## config.mk

```make
export PLATFORM = sky130hd
export DESIGN_NAME = game_fsm
export DESIGN_NICKNAME = d
export VERILOG_FILES = /design/src/rtl/game_fsm.sv
export SDC_FILE = /design/constraint.sdc
export NUM_CORES = 1
export LEC_CHECK = 0
export CORE_AREA = 2 2 39 41
export DETAILED_ROUTE_END_ITERATION = 7
export DIE_AREA = 0 0 41 43
export PLACE_DENSITY = 0.74
export REMOVE_ABC_BUFFERS = 1
export SYNTH_ARGS = -nofsm -noshare
export SYNTH_HDL_FRONTEND = slang
export SYNTH_SLANG_ARGS = --single-unit
export TNS_END_PERCENT = 1
```

## constraint.sdc

```tcl
create_clock -name slow_clock -period 1.75 [get_ports slow_clock]
set_input_delay 0.175 -clock slow_clock [delete_from_list [all_inputs] [get_ports slow_clock]]
set_output_delay 0.175 -clock slow_clock [all_outputs]
set_load 0.02 [all_outputs]
```

## src/rtl/game_fsm.sv

```systemverilog
// rtl/game_fsm.sv - baccarat round controller: deal sequencing, third-card rules, win lights
//
// Ports:
//   slow_clock        in   round clock, rising edge; same edge the datapath loads cards on
//   reset             in   asynchronous, active-high; forces state RST
//   pscore[3:0]       in   player hand score from datapath
//   dscore[3:0]       in   dealer hand score from datapath
//   pcard3[3:0]       in   player third-card value (0 = not dealt, 1..13)
//   load_pcard1..3    out  player card load strobes
//   load_dcard1..3    out  dealer card load strobes
//   player_win_light  out  player wins or tie (DONE only)
//   dealer_win_light  out  dealer wins or tie (DONE only)
//   done              out  round complete
module game_fsm #(
  parameter logic [3:0] NATURAL_MIN = 4'd8,
  parameter logic [3:0] STAND_MIN   = 4'd6
) (
  input  logic       slow_clock,
  input  logic       reset,
  input  logic [3:0] pscore,
  input  logic [3:0] dscore,
  input  logic [3:0] pcard3,
  output logic       load_pcard1,
  output logic       load_pcard2,
  output logic       load_pcard3,
  output logic       load_dcard1,
  output logic       load_dcard2,
  output logic       load_dcard3,
  output logic       player_win_light,
  output logic       dealer_win_light,
  output logic       done
);

  typedef enum logic [3:0] {
    S_RST   = 4'd0,
    S_P1    = 4'd1,
    S_D1    = 4'd2,
    S_P2    = 4'd3,
    S_D2    = 4'd4,
    S_EVAL1 = 4'd5,
    S_P3    = 4'd6,
    S_EVAL2 = 4'd7,
    S_D3    = 4'd8,
    S_DONE  = 4'd9
  } state_t;

  state_t state;
  state_t next_state;

  // Face cards (10..13) are worth 0 when the dealer rule looks at the player's third card.
  logic [3:0] card_val;
  logic       dealer_draws;

  assign card_val = (pcard3 >= 4'd10) ? 4'd0 : pcard3;

  always_comb begin
    dealer_draws = 1'b0;
    case (dscore)
      4'd0, 4'd1, 4'd2: dealer_draws = 1'b1;
      4'd3:             dealer_draws = (card_val != 4'd8);
      4'd4:             dealer_draws = (card_val >= 4'd2) && (card_val <= 4'd7);
      4'd5:             dealer_draws = (card_val >= 4'd4) && (card_val <= 4'd7);
      4'd6:             dealer_draws = (card_val >= 4'd6) && (card_val <= 4'd7);
      default:          dealer_draws = 1'b0;
    endcase
  end

  always_ff @(posedge slow_clock or posedge reset) begin
    if (reset) state <= S_RST;
    else       state <= next_state;
  end

  always_comb begin
    next_state       = S_RST;
    load_pcard1      = 1'b0;
    load_pcard2      = 1'b0;
    load_pcard3      = 1'b0;
    load_dcard1      = 1'b0;
    load_dcard2      = 1'b0;
    load_dcard3      = 1'b0;
    player_win_light = 1'b0;
    dealer_win_light = 1'b0;
    done             = 1'b0;
    case (state)
      S_RST: next_state = S_P1;
      S_P1: begin
        load_pcard1 = 1'b1;
        next_state  = S_D1;
      end
      S_D1: begin
        load_dcard1 = 1'b1;
        next_state  = S_P2;
      end
      S_P2: begin
        load_pcard2 = 1'b1;
        next_state  = S_D2;
      end
      S_D2: begin
        load_dcard2 = 1'b1;
        next_state  = S_EVAL1;
      end
      S_EVAL1: begin
        if (pscore >= NATURAL_MIN || dscore >= NATURAL_MIN) next_state = S_DONE;
        else if (pscore < STAND_MIN)                        next_state = S_P3;
        else if (dscore < STAND_MIN)                        next_state = S_D3;
        else                                                next_state = S_DONE;
      end
      S_P3: begin
        load_pcard3 = 1'b1;
        next_state  = S_EVAL2;
      end
      S_EVAL2: next_state = dealer_draws ? S_D3 : S_DONE;
      S_D3: begin
        load_dcard3 = 1'b1;
        next_state  = S_DONE;
      end
      S_DONE: begin
        done             = 1'b1;
        player_win_light = (pscore >= dscore);
        dealer_win_light = (dscore >= pscore);
        next_state       = S_DONE;
      end
      default: next_state = S_RST;
    endcase
  end

endmodule

```

==> impl_metrics.csv <==
group,metric,value,unit
yosys,ys_warn_count,0,
critical_path,rrSetupSlack,270,ps
grt,grt.total_usage,15.9,%
layout,fillers,142,
flow_run,maxCapViolations,0,
power_and_ir_drop,p_leak,0.424,nW
timing,post-route-period-util,96.4,%
run_status,status,"finished clean",
critical_path,r2r-start,"state[3]$_DFF_PP0_",
place,io_buffers,22,
layout,area_growth,86.6,%
clock_network,cts_root_buffer,"clkbuf_4",
place,gp_congestion,0.710,
layout,utilization,58.0,%
critical_path,worstSetupPathType,"in -> out",
yosys,synth.cell_area,430,um^2
yosys,synth-seq-area-share,23.3,%
detailed_routing,wirelength,1.13,mm
floorplanning,ios,23,
floorplanning,chipHeight,43,um
detailed_routing,drt_iter0_drc,16,
detailed_routing,wire_per_inst,10.3,um
timing,slew_headroom,86.8,%
critical_path,end_kind,"output port",
timing,setup_viol,0,
floorplanning,floorplan.initialDensity,31.1,%
power_and_ir_drop,ir_drop,553,uV
grt,grt_overflow,0,
detailed_routing,dr_wl_met3,112,um
layout,nNetsFinal,113,
floorplanning,die_width,41,um
power_and_ir_drop,power_per_cell_area,969,nW/um^2
timing,max_freq,593,MHz
clock_network,post_cts_buffers,0,
layout,top_register,"state",
hold_path,hp-class,"in -> async",
yosys,ys_ff_latch,4,
yosys,ys_types,25,
critical_path,max_stage_delay,500,ps
timing,rsz0062_at_grt,"true",
critical_path,crit_family,"buffers and inverters",
timing,hold_viol,0,
clock_network,cts_tree,"built",
grt,grt_pass1_wl,1.92,mm
yosys,synth_cells,56,
critical_path,crit_arrival,1510,ps
clock_network,clock_sinks,4,
critical_path,r2r-end,"state[0]$_DFF_PP0_",
critical_path,cp_max_fo,2,
layout,drive_above_1_share,32.3,%
timing,drv_slew,0,
critical_path,slowest_stage,"clkdlybuf4s50_1",
yosys,async_reset_ff_share,100,%
layout,reg_top3,"state (4)",
timing,post-route-min-period,1690,ps
critical_path,critPathLaunchType,"primary input",
detailed_routing,wl_met2,476,um
detailed_routing,drtAntennaViolNets,0,
place,hpwl,918,um
timing,worstMarginPinSlew,196,ps
yosys,synth_edf_count,0,
clock_network,numCtsBuffers,3,
detailed_routing,wl_met1,523,um
clock_network,path_clk_slew,40,ps
layout,largest_reg_flops,4,
timing,holdWs,107,ps
clock_network,clk_path_buf_depth,2,
floorplanning,row_count,14,
grt,antenna_found_initial,0,
clock_network,holdBufCountCts,0,
clock_network,htreeDepth,1,
power_and_ir_drop,p_total,0.778,mW
detailed_routing,via_count,522,
timing,tns,0,ps
timing,fin_skew,4.48,ps
detailed_routing,top_layer_used,"met4",
yosys,ys.flop_type,"dfrtp_1",
grt,grt_max_degree,8,
critical_path,cp.buffers_inverters,2,
detailed_routing,vias_per_cell,4.79,
layout,n_antenna_cell,0,
clock_network,insertion_delay,250,ps
critical_path,critPathRequiredTime,1570,ps
critical_path,crit_path_cell_trace,"clkdlybuf4s50_1, ha_1, and4_1, o31a_1, buf_6",
detailed_routing,drc,0,
floorplanning,fp.dieArea,1760,um^2
floorplanning,fp.coreArea,1380,um^2
critical_path,reg2reg_depth,4,
detailed_routing,dr.pass1.iters,4,
yosys,syn_avg_cell_area,7.69,um^2
grt,grt_pass1_vias,470,
## what timing repair did
item                                    CTS  global route
endpoints found under the setup margin    9             3
gates resized for setup                  23            16
pin swaps                                 1             4
## worst max-delay path by stage
| stage | startpoint | endpoint | slack [ps] | cells after the start |
|---|---|---|---|---|
| floorplan | state[2]$_DFF_PP0_ | player_win_light | -4 | 4 |
| global placement | pscore[1] | dealer_win_light | -650 | 8 |
| detailed placement | pscore[1] | dealer_win_light | -660 | 8 |
| CTS | pscore[2] | dealer_win_light | -110 | 7 |
| global route | state[1]$_DFF_PP0_ | player_win_light | -7 | 5 |
| finish | dscore[3] | dealer_win_light | 60 | 5 |
## logic make-up after synthesis
logic type / Yosys count / synth area share [%]
AO/OA/AOI/OAI: 16 / 24.4
adder cells (fa/ha/maj): 4 / 11.6
buffers and inverters: 7 / 6.11
flip-flops: 4 / 23.3
AND/OR/NAND/NOR: 25 / 34.6
## cell usage in the layout (no fill, tap or decap), drive strengths merged
cell type / n
dfrtp: 4
o21a: 2
nor3b: 1
dlygate4sd2: 5
a21oi: 2
nand2: 2
o21ai: 6
nor2b: 1
o31a: 1
or4: 1
nand4: 1
clkbuf: 4
clkdlybuf4s50: 6
and4: 1
inv: 7
dlymetal6s2s: 5
ha: 4
nor3: 4
a211o: 1
or3b: 2
a21o: 1
buf: 16
clkdlybuf4s15: 1
nand2b: 4
a211oi: 2
a221oi: 1
nor2: 8
## cells in the mapped netlist (2+ instances only)
cell | instances | area share (%)
a21oi_1 | 2 | 2.3
ha_1 | 4 | 12
o21ai_0 | 5 | 5.8
inv_1 | 7 | 6.1
o21a_1 | 2 | 3.5
dfrtp_1 | 4 | 23
a211oi_1 | 2 | 3.5
nor2_1 | 7 | 6.1
nand2b_1 | 3 | 4.4
nand2_1 | 2 | 1.7
nor3_1 | 4 | 4.7
## per-stage QoR
step	area [um^2]	std cells	worst slack [ps]
floorplan	430	56	-3.59
global placement	761	106	-651
detailed placement	761	106	-664
CTS	769	109	-108
global route	803	109	-7.13
finish	803	109	62.4
## routing by layer
metal / vias up / track usage, %
li1: 275 / -
met1: 222 / 23.4
met2: 23 / 20.3
met3: 2 / 7.85
met4: 0 / 4.00
met5: - / 0
## area by class of cell
type	count	area, um^2	share of cell area, %
sequential	4	100	12.5
multi-input combinational	45	332	41.3
timing repair buffer	34	303	37.7
clock buffer	3	22.5	2.80
inverter	7	26.3	3.27
tap	16	20.0	2.49
## where the power goes
group / total [mW] / internal, mW / switching (mW)
Combinational: 0.495 / 0.238 / 0.257
Clock: 0.124 / 0.0773 / 0.0464
Sequential: 0.160 / 0.132 / 0.0282
Total: 0.778 / 0.447 / 0.332
Power figures use the tool's default switching activity.
